## config.mk

```make
export PLATFORM = sky130hd
export DESIGN_NAME = add_sub_initiator
export DESIGN_NICKNAME = d
export VERILOG_FILES = /design/src/rtl/add_sub_initiator.sv
export SDC_FILE = /design/constraint.sdc
export NUM_CORES = 1
export LEC_CHECK = 0
export ABC_AREA = 0
export BUFFER_PORTS_ARGS = -buffer_cell sky130_fd_sc_hd__buf_2
export CORE_MARGIN = 8
export CORE_UTILIZATION = 51
export DETAILED_ROUTE_END_ITERATION = 7
export PLACE_DENSITY = 0.8
export SYNTH_ARGS = -nofsm -noshare
export SYNTH_HDL_FRONTEND = slang
export SYNTH_SLANG_ARGS = --single-unit
export TNS_END_PERCENT = 10
```

## constraint.sdc

```tcl
create_clock -name clk -period 3.85 [get_ports clk]
set_input_delay 0.5775 -clock clk [delete_from_list [all_inputs] [get_ports clk]]
set_output_delay 0.5775 -clock clk [all_outputs]
set_load 0.02 [all_outputs]
```

## src/rtl/add_sub_initiator.sv

```systemverilog
// Command-side initiator for an ADD_SUB datapath: issues operands, tracks the expected
// result through a pipeline matching ADD_SUB latency, and queues tagged responses in order.
module add_sub_initiator #(
  parameter int DEPTH   = 4,
  parameter int LATENCY = 1
) (
  input  logic       clk,
  input  logic       rst_n,
  input  logic       cmd_valid,
  output logic       cmd_ready,
  input  logic [7:0] cmd_a,
  input  logic [7:0] cmd_b,
  input  logic       cmd_add,
  output logic [7:0] a0,
  output logic [7:0] b0,
  output logic       doAdd0,
  input  logic [8:0] result0,
  output logic       rsp_valid,
  input  logic       rsp_ready,
  output logic [8:0] rsp_result,
  output logic       rsp_mismatch,
  output logic [7:0] err_count
);

  localparam int AW     = (DEPTH > 1) ? $clog2(DEPTH) : 1;
  localparam int CW     = AW + 1;
  // Stage 0 sits alongside a0/b0; the tail lines up with result0 after LATENCY more edges.
  localparam int STAGES = LATENCY + 1;

  logic              accept;
  logic              pop;
  logic              push;
  logic              push_mis;
  logic [8:0]        exp_next;
  logic [8:0]        exp_pipe [STAGES];
  logic [STAGES-1:0] vld_pipe;
  logic [9:0]        mem [DEPTH];
  logic [AW-1:0]     wr_ptr;
  logic [AW-1:0]     rd_ptr;
  logic [CW-1:0]     fifo_cnt;
  logic [CW-1:0]     outstanding;

  assign accept    = cmd_valid && cmd_ready;
  assign pop       = rsp_valid && rsp_ready;
  assign push      = vld_pipe[STAGES-1];
  assign push_mis  = result0 != exp_pipe[STAGES-1];
  assign exp_next  = cmd_add ? ({1'b0, cmd_a} + {1'b0, cmd_b})
                             : ({1'b0, cmd_a} - {1'b0, cmd_b});

  // Credits count every accepted command until it is popped, so this is registered-only.
  assign cmd_ready    = outstanding < CW'(DEPTH);
  assign rsp_valid    = fifo_cnt != '0;
  assign rsp_result   = rsp_valid ? mem[rd_ptr][9:1] : 9'd0;
  assign rsp_mismatch = rsp_valid ? mem[rd_ptr][0]   : 1'b0;

  always_ff @(posedge clk or negedge rst_n) begin
    if (!rst_n) begin
      a0     <= '0;
      b0     <= '0;
      doAdd0 <= 1'b0;
    end else if (accept) begin
      a0     <= cmd_a;
      b0     <= cmd_b;
      doAdd0 <= cmd_add;
    end
  end

  always_ff @(posedge clk or negedge rst_n) begin
    if (!rst_n) begin
      vld_pipe <= '0;
      for (int i = 0; i < STAGES; i++) exp_pipe[i] <= '0;
    end else begin
      vld_pipe    <= {vld_pipe[STAGES-2:0], accept};
      exp_pipe[0] <= exp_next;
      for (int i = 1; i < STAGES; i++) exp_pipe[i] <= exp_pipe[i-1];
    end
  end

  always_ff @(posedge clk) begin
    if (push) mem[wr_ptr] <= {result0, push_mis};
  end

  always_ff @(posedge clk or negedge rst_n) begin
    if (!rst_n) begin
      wr_ptr      <= '0;
      rd_ptr      <= '0;
      fifo_cnt    <= '0;
      outstanding <= '0;
      err_count   <= '0;
    end else begin
      if (push) wr_ptr <= wr_ptr + 1'b1;
      if (pop)  rd_ptr <= rd_ptr + 1'b1;
      fifo_cnt    <= fifo_cnt + CW'(push) - CW'(pop);
      outstanding <= outstanding + CW'(accept) - CW'(pop);
      if (push && push_mis && err_count != 8'hFF) err_count <= err_count + 8'd1;
    end
  end

endmodule

```

==> flow_metrics.tcl, run 1 <==
set metrics [dict create \
    final_net_count 432 \
    wl_mm 7.81 \
    synth_cells 310 \
    grt_antenna_before_repair 0 \
    relSlewSlack_pct 50.1 \
    num_rows 33 \
    portBuffers 66 \
    leakagePower_nw 2.16 \
    die_area_um2 11300 \
    p_clk_share_pct 19.9 \
    p_switching_mw 1.29 \
    synth_nets 362 \
    r2r_end "outstanding[2]" \
    post-route-drc-count 0 \
    design.core.area_um2 8050 \
    p_per_area_nw_per_um2 734 \
    place_congestion 0.821 \
    multiInputGateArea_um2 1490 \
    hold_viol 0 \
    cts_hold_buf 0 \
    hp-class "input port to asynchronous set/reset pin" \
    reg2reg_setup_slack_ns 1.24 \
    grt_start_max_net_pins 35 \
    syn_area_um2 4160 \
    total_power_mw 3.54 \
    start_util_pct 51.7 \
    worstMarginPinSlew_ns 0.749 \
    grt_usage_pct 14.6 \
    yosysTopAreaCell "dfrtp_1" \
    grt_pass1_wl_mm 13.0 \
    worstSetupPathType "flop to output port" \
    combPwrFrac_pct 35.5 \
    cts_resized 0 \
    ys_top_cells_by_area "dfrtp_1 (33%), edfxtp_1 (29%), ha_1 (5.7%), mux4_2 (5.4%), nand2_1 (4.6%)" \
    startpoint_type "flop" \
    vias 2531 \
    seq_power_share_pct 44.6 \
    r2r_start "fifo_cnt[1]" \
    insertion_delay_ns 0.34 \
    wl_per_cell_um 15.9 \
    cts.path.max_buffers 2 \
    drive_gt1_share_pct 26.5 \
    postCtsSetupBuffers 0 \
    status "finished, final reports clean" \
    finalSetupTns_ns 0 \
    swShare_pct 36.4 \
    antenna_cells 0 \
    setup_viol 0 \
    yosysTopAreaCellShare_pct 33.1 \
    final_max_slew_viol_count 0 \
    ys_seq_elements 95 \
    drtIter0Drc 114 \
    cts_tree "built" \
    min_period_ns 2.68 \
    maxCapViolCount 0 \
    crit_path_end "rsp_result[1]" \
    dr.pass1.iters 4 \
    viasPerCell 5.17 \
    place_hpwl_mm 5.59 \
    fillers 636 \
    ir_drop_mv 0.416 \
    overflow 0 \
    worst_clock_skew_ns 0.00884 \
    p_int_mw 2.25 \
    num_io_pins 67 \
    fmax_mhz 373 \
    grt_pass1_vias 2674 \
    cp_max_fo 12 \
    setup.worst_path.start "rd_ptr[0]" \
    synth.distinct_cells 40 \
    antenna_left 0 \
    holdWs_ns 0.286 \
    die_h_um 106 \
    syn_to_final_growth_pct 15.8 \
    seq_area_um2 2580 \
    fin_crit_sh_pct 69.7 \
    ff2ff_path_depth 8 \
    yosysSeqAreaShare_pct 61.9 \
    clock-root-buffer "clkbuf_8" \
    rsz0062_at_grt "no" \
    cp-end-kind "output port" \
    arrival_ns 2.11 \
    die_w_um 106 \
    required_ns 3.27 \
    syn_area_per_cell_um2 13.4 \
    clk_pin_slew_worst_paths_ns 0.09 \
    yosysWarnings 0 \
    cts_made_buffers 9 \
    h-tree-depth 3 \
    cts.sinks 95 \
]
[registers in the layout, indices dropped and copies added, names as in the netlist]
name / flops
a0: 8
b0: 8
doAdd0: 1
err_count: 8
exp_pipe: 18
fifo_cnt: 3
mem: 40
outstanding: 3
rd_ptr: 2
vld_pipe: 2
wr_ptr: 2
[power by group through the flow]
stage	Clock, mW	Sequential (mW)	Combinational [mW]
4_1_cts	0.719	1.58	1.28
5_1_grt	0.757	1.61	1.39
3_3_place_gp	0	1.58	1.23
2_1_floorplan	0	1.66	0.785
6_report	0.706	1.58	1.26
3_5_place_dp	0	1.60	1.27
[area by class of cell]
cell class                      instances  share of cell area (%)
Clock inverter                          7                    2.00
Clock buffer                            9                    2.57
Sequential cell                        95                    53.5
Tap cell                              105                    2.73
Multi-Input combinational cell        189                    30.8
Inverter                               18                    1.40
Timing Repair Buffer                   67                    7.01
[synthesized netlist by cell type, drive strengths merged]
cell type	n
a31oi	2
fa	3
or3	1
o311ai	1
dfrtp	55
mux4	10
nand3	1
inv	18
or2	1
a41oi	1
a21boi	1
a21o	1
nor4	1
and2	15
nor2	11
nand4	5
xnor2	15
nor2b	2
a21oi	7
nor3	5
a211oi	1
mux2	2
buf	2
clkbuf	6
edfxtp	40
nor4b	1
nand3b	1
nand2	51
ha	19
xor2	19
and4	1
and3	4
o21ai	7
[layout by cell type (no fill, tap or decap), types with 4 or more instances in the layout]
cell       n
nand2_1   51
inv_1     18
xnor2_1   13
clkbuf_8   9
a21oi_1    7
nor3_1     4
nor2_1    11
dfrtp_1   55
xor2_1    19
mux4_2    10
edfxtp_1  40
o21ai_0    5
ha_1      19
nand4_1    4
buf_2     66
and2_1    15
[how the worst min path moves through the flow]
stage,from,endpoint
4_1_cts,rst_n,err_count[1]
3_5_place_dp,exp_pipe[16],exp_pipe[7]
6_report,rst_n,err_count[2]
2_1_floorplan,rst_n,a0[0]
3_3_place_gp,exp_pipe[15],exp_pipe[6]
5_1_grt,rst_n,err_count[4]
[cell families after synthesis]
kind of cell	Yosys count	synth area share (%)
AO/OA/AOI/OAI	21	2.95
XOR/XNOR	34	7.52
adder cells (fa/ha/maj)	22	7.16
buffers and inverters	26	2.37
flip-flops	95	61.9
multiplexers	12	6.04
AND/OR/NAND/NOR	100	12.0
[worst max-delay path: stages, from the launching register on]
cell and delay, ns:
dfrtp_1 0.83, mux4_2 0.59, and2_1 0.18, buf_2 0.16
[through the flow]
step	worst slack [ns]	area [µm²]	util [%]	cells
2_1_floorplan	1.54	4160	-	310
3_3_place_gp	1.29	4600	57.1	474
3_5_place_dp	1.20	4600	57.1	474
4_1_cts	1.10	4820	59.9	490
5_1_grt	1.04	4820	59.9	490
6_report	1.17	4820	59.9	490
[per-layer routing]
layer | up-vias | track usage, % | part of all wire [%]
met2 | 76 | 22.4 | 48
met5 | - | 0 | 0
met1 | 1251 | 18.4 | 44
met3 | 4 | 5.44 | 6.9
li1 | 1200 | - | -
met4 | 0 | 5.43 | 1.0
(Power assumes the default switching activity.)
==> inputs of run 2 (changes only) <==
ABC_AREA = 1   (was 0)
clock period = 2.75 ns   (was 3.85 ns; I/O delays follow)
==> flow_metrics.tcl, run 2 <==
set metrics [dict create \
    synth_cells 421 \
    arrival_ns 1.86 \
    synth-edff-count 40 \
    synth_nets 473 \
    grt_pass1_wl_mm 14.6 \
    place_congestion 0.876 \
    wl_per_cell_um 14.5 \
    grt_pass1_vias 3159 \
    ys_top_cells_by_area "dfrtp_1 (32%), edfxtp_1 (28%), nand2_1 (7.6%), ha_1 (5.5%), nor2_1 (4.0%)" \
    hold_start "cmd_a[6]" \
    start_util_pct 52.7 \
    insertion_delay_ns 0.36 \
    synthSimpleGateAreaFrac_pct 16.8 \
    synth_mux_area_share_pct 0 \
    ir_drop_mv 0.461 \
    r2r_start "fifo_cnt[1]" \
    cts_made_buffers 9 \
    place_hpwl_mm 6.34 \
    p_per_area_nw_per_um2 983 \
    cts.path.max_buffers 2 \
    instances_no_fill 604 \
    status "finished, final reports clean" \
    worstMarginPinSlew_ns 0.583 \
    viasPerCell 5.06 \
    place_area_um2 4780 \
    p_switching_mw 2.01 \
    synth_xor_area_share_pct 5.87 \
    syn_to_final_growth_pct 15.5 \
    cts_tree "built" \
    seq_power_share_pct 43.2 \
    mostFrequentLayoutCell "nand2_1" \
    cts_resized 0 \
    largestRegisters "mem: 40 flops, exp_pipe: 18 flops" \
    cp_cell_sequence "inv_1, nor2_1, o21ai_0, a21oi_1, buf_2" \
    synthAdderAreaFrac_pct 6.88 \
    cts.sinks 95 \
    dr.pass1.iters 4 \
    final_core_util_pct 60.8 \
    swShare_pct 41.0 \
    antenna_left 0 \
    final_cell_mix "nand2_1 (88), buf_2 (66), dfrtp_1 (55)" \
    fmax_mhz 439 \
    worst_clock_skew_ns 0.0146 \
    min_path_cells 3 \
    setup_viol 0 \
    synth_top_family_by_area "simple AND/OR/NAND/NOR gates" \
    required_ns 2.34 \
    final_area_um2 5000 \
    grt_start_max_net_pins 28 \
    multiInputGateArea_um2 1530 \
    final_max_slew_viol_count 0 \
    vias 3059 \
    p_int_mw 2.90 \
    seq_area_um2 2580 \
    clk_pin_slew_worst_paths_ns 0.10 \
    syn_area_um2 4330 \
    portBuffers 66 \
    largest_reg_flops 40 \
    postCtsSetupBuffers 0 \
    grt_antenna_before_repair 1 \
    grt_usage_pct 15.8 \
    yosysTopAreaCellShare_pct 31.8 \
    num_rows 33 \
    die_w_um 108 \
    h-tree-depth 3 \
    clock-root-buffer "clkbuf_8" \
    synth.distinct_cells 27 \
    hold_path_end "a0[6]" \
    ff2ff_path_depth 8 \
    maxCapViolCount 0 \
    min_period_ns 2.28 \
    r2r_end "outstanding[2]" \
    relSlewSlack_pct 61.1 \
    yosysSeqAreaShare_pct 59.6 \
    final_net_count 545 \
    die_area_um2 11700 \
    drtIter0Drc 148 \
    yosysWarnings 0 \
    hp-class "input port to flop" \
    p_clk_share_pct 18.3 \
    design.core.area_um2 8220 \
    worstSetupPathType "flop to output port" \
    die_h_um 108 \
    finalSetupTns_ns 0 \
    regMostFlops "mem" \
    dp_cells 586 \
    fillers 657 \
    async_flop_share_pct 57.9 \
    combPwrFrac_pct 38.4 \
    synth_compound_area_share_pct 5.90 \
    num_io_pins 67 \
    fin_crit_sh_pct 82.8 \
    yosysMostFrequentCell "nand2_1" \
    syn_area_per_cell_um2 10.3 \
    cts_hold_buf 1 \
    hold_viol 0 \
    overflow 0 \
    cp-end-kind "output port" \
    wl_mm 8.74 \
    critPathSlowestCell "dfrtp_1" \
    startpoint_type "flop" \
    leakagePower_nw 2.39 \
    post-route-drc-count 0 \
    cp_max_fo 11 \
    synth_commonest_cells "nand2_1 (88), dfrtp_1 (55), nor2_1 (46)" \
    yosysTopAreaCell "dfrtp_1" \
    rsz0062_at_grt "no" \
    reg2reg_setup_slack_ns 0.62 \
    slowest_delay_ns 0.60 \
    total_power_mw 4.91 \
    ys_seq_elements 95 \
    drive_gt1_share_pct 19.3 \
    ys.flop_type "dfrtp_1" \
]
==> run 2: changes by cell type after synthesis, moves of 3 or more <==
cell / delta
nor2_1: +35
nand3_1: +10
clkbuf_1: +3
mux4_2: -10
and2_1: -15
nand2_1: +37
inv_1: +26
a21oi_1: +8
o21ai_0: +27
and3_1: -3
nand4_1: +7
==> run 2: how the worst max path moves through the flow <==
stage                          endpoint  slack (ns)       from
after floorplan            exp_pipe[17]        0.61   cmd_b[0]
after global placement     exp_pipe[17]        0.42   cmd_b[0]
after detailed placement   exp_pipe[17]        0.31   cmd_b[0]
after CTS                 rsp_result[2]        0.44  rd_ptr[1]
after global routing      rsp_result[8]        0.23  rd_ptr[1]
final                     rsp_result[6]        0.47  rd_ptr[1]
==> run 2: layout make-up <==
type	count	share of cell area [%]
Inverter	46	3.48
Sequential cell	95	51.6
Clock buffer	9	2.48
Antenna cell	1	0.0501
Clock inverter	7	1.58
Tap cell	105	2.63
Timing Repair Buffer	72	7.56
Multi-Input combinational cell	269	30.7
==> run 2: power by group through the flow <==
stage	logic, mW	registers [mW]	clock network, mW
global placement	1.84	2.13	0
detailed placement	1.90	2.15	0
floorplan	1.15	2.27	0
finish	1.89	2.12	0.901
global route	2.12	2.17	0.983
CTS	1.92	2.12	0.916
==> run 2: logic make-up (layout without fill, tap and decap cells) <==
kind of cell	Yosys count	count (layout)
AOI/OAI and AO/OA	50	50
xor gates and xnor gates	29	29
adders and majority gates	22	22
buffers and inverters	57	134
DFF	95	95
other	0	1
and+or+nand+nor	168	168
==> run 2: worst max-delay path, delay by kind of cell, from the launching register on <==
kind / cells / cell delay [ns]
DFF: 1 / 0.60
buffers and inverters: 2 / 0.47
AOI/OAI and AO/OA: 2 / 0.25
and+or+nand+nor: 1 / 0.18
==> run 2: per-layer routing <==
layer	global-route usage, %	up-vias	share of wire (%)
met4	6.74	0	1.2
met2	26.9	91	51
met5	0	-	0
li1	-	1511	-
met1	18.5	1448	42
met3	4.28	9	5.6
==> run 2: stage by stage <==
step	setup slack [ns]	hold slack, ns
floorplan	0.607	0.117
global placement	0.417	0.333
detailed placement	0.308	0.336
CTS	0.442	0.258
global route	0.226	0.269
finish	0.474	0.272
==> inputs of run 3 (changes only) <==
PLACE_DENSITY = 0.83   (was 0.8)
clock period = 1.89 ns   (was 2.75 ns; I/O delays follow)
==> flow_metrics.tcl, run 3 (synthesis results as in run 2) <==
set metrics [dict create \
    status "finished with violations" \
    violations "negative setup slack" \
    drive_gt1_share_pct 28.4 \
    mostFrequentLayoutCell "nand2_1" \
    portBuffers 66 \
    overflow 0 \
    grt_start_max_net_pins 56 \
    clock-root-buffer "clkbuf_8" \
    crit_family "buffers and inverters" \
    r2r_start "fifo_cnt[2]" \
    antenna_cells 0 \
    leakagePower_nw 2.57 \
    worstSetupPathType "flop to output port" \
    rsz0062_at_grt "yes" \
    cts.sinks 95 \
    cts_tree "built" \
    final_cell_mix "nand2_1 (88), buf_2 (62), dfrtp_1 (53)" \
    cp_max_fo 7 \
    hp-class "input port to flop" \
    busiest_layer "met2" \
    setup_viol 12 \
    arrival_ns 1.74 \
    ir_drop_mv 0.799 \
    syn_to_final_growth_pct 24.3 \
    regMostFlops "mem" \
    required_ns 1.61 \
    ff2ff_path_depth 8 \
    grt_usage_pct 16.3 \
    grt_pass1_vias 3319 \
    fillers 620 \
    seq_area_um2 2580 \
    path_buf_inv 3 \
    hold_path_end "a0[7]" \
    hold_start "cmd_a[7]" \
    dr.pass1.iters 4 \
    worstMarginPinSlew_ns 0.477 \
    grt_pass1_wl_mm 15.0 \
    cp_cell_sequence "clkinvlp_4, buf_2, nor2_1, o21ai_0, a21oi_1, buf_4" \
    place_congestion 0.847 \
    largestRegisters "mem: 40 flops, exp_pipe: 18 flops" \
    fmax_mhz 495 \
    worst_clock_skew_ns 0.00755 \
    final_net_count 578 \
    die_w_um 108 \
    drtIter0Drc 178 \
    use_met3_pct 3.57 \
    p_per_area_nw_per_um2 1440 \
    wl_mm 9.36 \
    place_hpwl_mm 6.47 \
    final_max_slew_viol_count 0 \
    cts.path.max_buffers 2 \
    clk_pin_slew_worst_paths_ns 0.08 \
    start_util_pct 52.7 \
    critPathSlowestCell "dfrtp_2" \
    grt_antenna_before_repair 0 \
    fin_crit_sh_pct 107 \
    design.core.area_um2 8220 \
    slowest_delay_ns 0.45 \
    post-route-drc-count 0 \
    met2_usage_pct 27.5 \
    wl_per_cell_um 14.7 \
    reg2reg_setup_slack_ns -0.11 \
    holdWs_ns 0.150 \
    r2r_end "outstanding[2]" \
    insertion_delay_ns 0.35 \
    met1_usage_pct 19.3 \
    min_period_ns 2.02 \
    finalSetupTns_ns -0.749 \
    die_h_um 108 \
    worst_slack_ns -0.132 \
    num_rows 33 \
    hold_viol 0 \
    h-tree-depth 3 \
    final_core_util_pct 65.5 \
    viasPerCell 5.02 \
    num_io_pins 67 \
    maxCapViolCount 0 \
    antenna_left 0 \
    die_area_um2 11700 \
    largest_reg_flops 40 \
    min_path_cells 3 \
    vias 3190 \
    multiInputGateArea_um2 1610 \
    cts_made_buffers 9 \
    startpoint_type "flop" \
    cp-end-kind "output port" \
    relSlewSlack_pct 68.2 \
]
==> run 3: cell types whose count changed in the layout (fill, tap and decap cells not counted), sizes merged <==
| cell | previous run | this run |
|---|---|---|
| clkbuf | 9 | 12 |
| buf | 71 | 104 |
| inv | 46 | 43 |
| diode | 1 | 0 |
| clkinv | 5 | 4 |
| bufinv | 0 | 1 |
==> run 3: power by group <==
| part | switching, mW | internal [mW] | total (mW) |
|---|---|---|---|
| Sequential | 0.351 | 2.74 | 3.09 |
| Combinational | 1.96 | 1.32 | 3.27 |
| Clock | 0.686 | 0.704 | 1.39 |
| Total | 2.99 | 4.76 | 7.76 |
==> run 3: what timing repair did <==
item                                    4_1_cts  5_1_grt
endpoints found under the setup margin       12       16
gates resized for setup                       7       12
pin swaps                                     2        5
hold buffers                                  1        0
setup buffers                                 3        9
endpoints found under the hold margin        55        0
==> run 3: through the flow <==
stage	power, mW	area [µm²]	std cells	worst slack, ns
final	7.76	5380	636	-0.132
after global routing	8.30	5380	636	-0.215
after CTS	7.55	5270	627	-0.136
after detailed placement	6.07	5000	607	-0.322
after global placement	5.93	5000	607	-0.169
after floorplan	5.00	4380	421	-0.0108
==> run 3: worst max-delay path by stage <==
stage / cells after the start / to / start / slack (ns)
6_report: 6 / rsp_mismatch / rd_ptr[1] / -0.13
5_1_grt: 6 / rsp_mismatch / rd_ptr[1] / -0.21
4_1_cts: 5 / rsp_result[0] / rd_ptr[1] / -0.14
3_5_place_dp: 14 / exp_pipe[17] / cmd_b[1] / -0.32
3_3_place_gp: 14 / exp_pipe[17] / cmd_b[1] / -0.17
2_1_floorplan: 8 / outstanding[2] / fifo_cnt[0] / -0.01
==> run 3: worst min-delay path: stages <==
cell and delay (ns):
buf_2 0.09, nand2_1 0.05, nand2_1 0.05
==> run 3: per-layer routing <==
metal / vias up / part of all wire [%]
met5: - / 0
met4: 0 / 1.5
met3: 13 / 5.7
met2: 111 / 50
met1: 1487 / 43
li1: 1579 / -
==> run 3: layout make-up <==
class / instances / area share, %
clock buffer: 12 / 2.93
clock inverter: 4 / 0.977
inverter: 46 / 3.37
multi-input combinational: 269 / 30.0
sequential: 95 / 48.0
tap: 105 / 2.44
timing repair buffer: 105 / 12.3
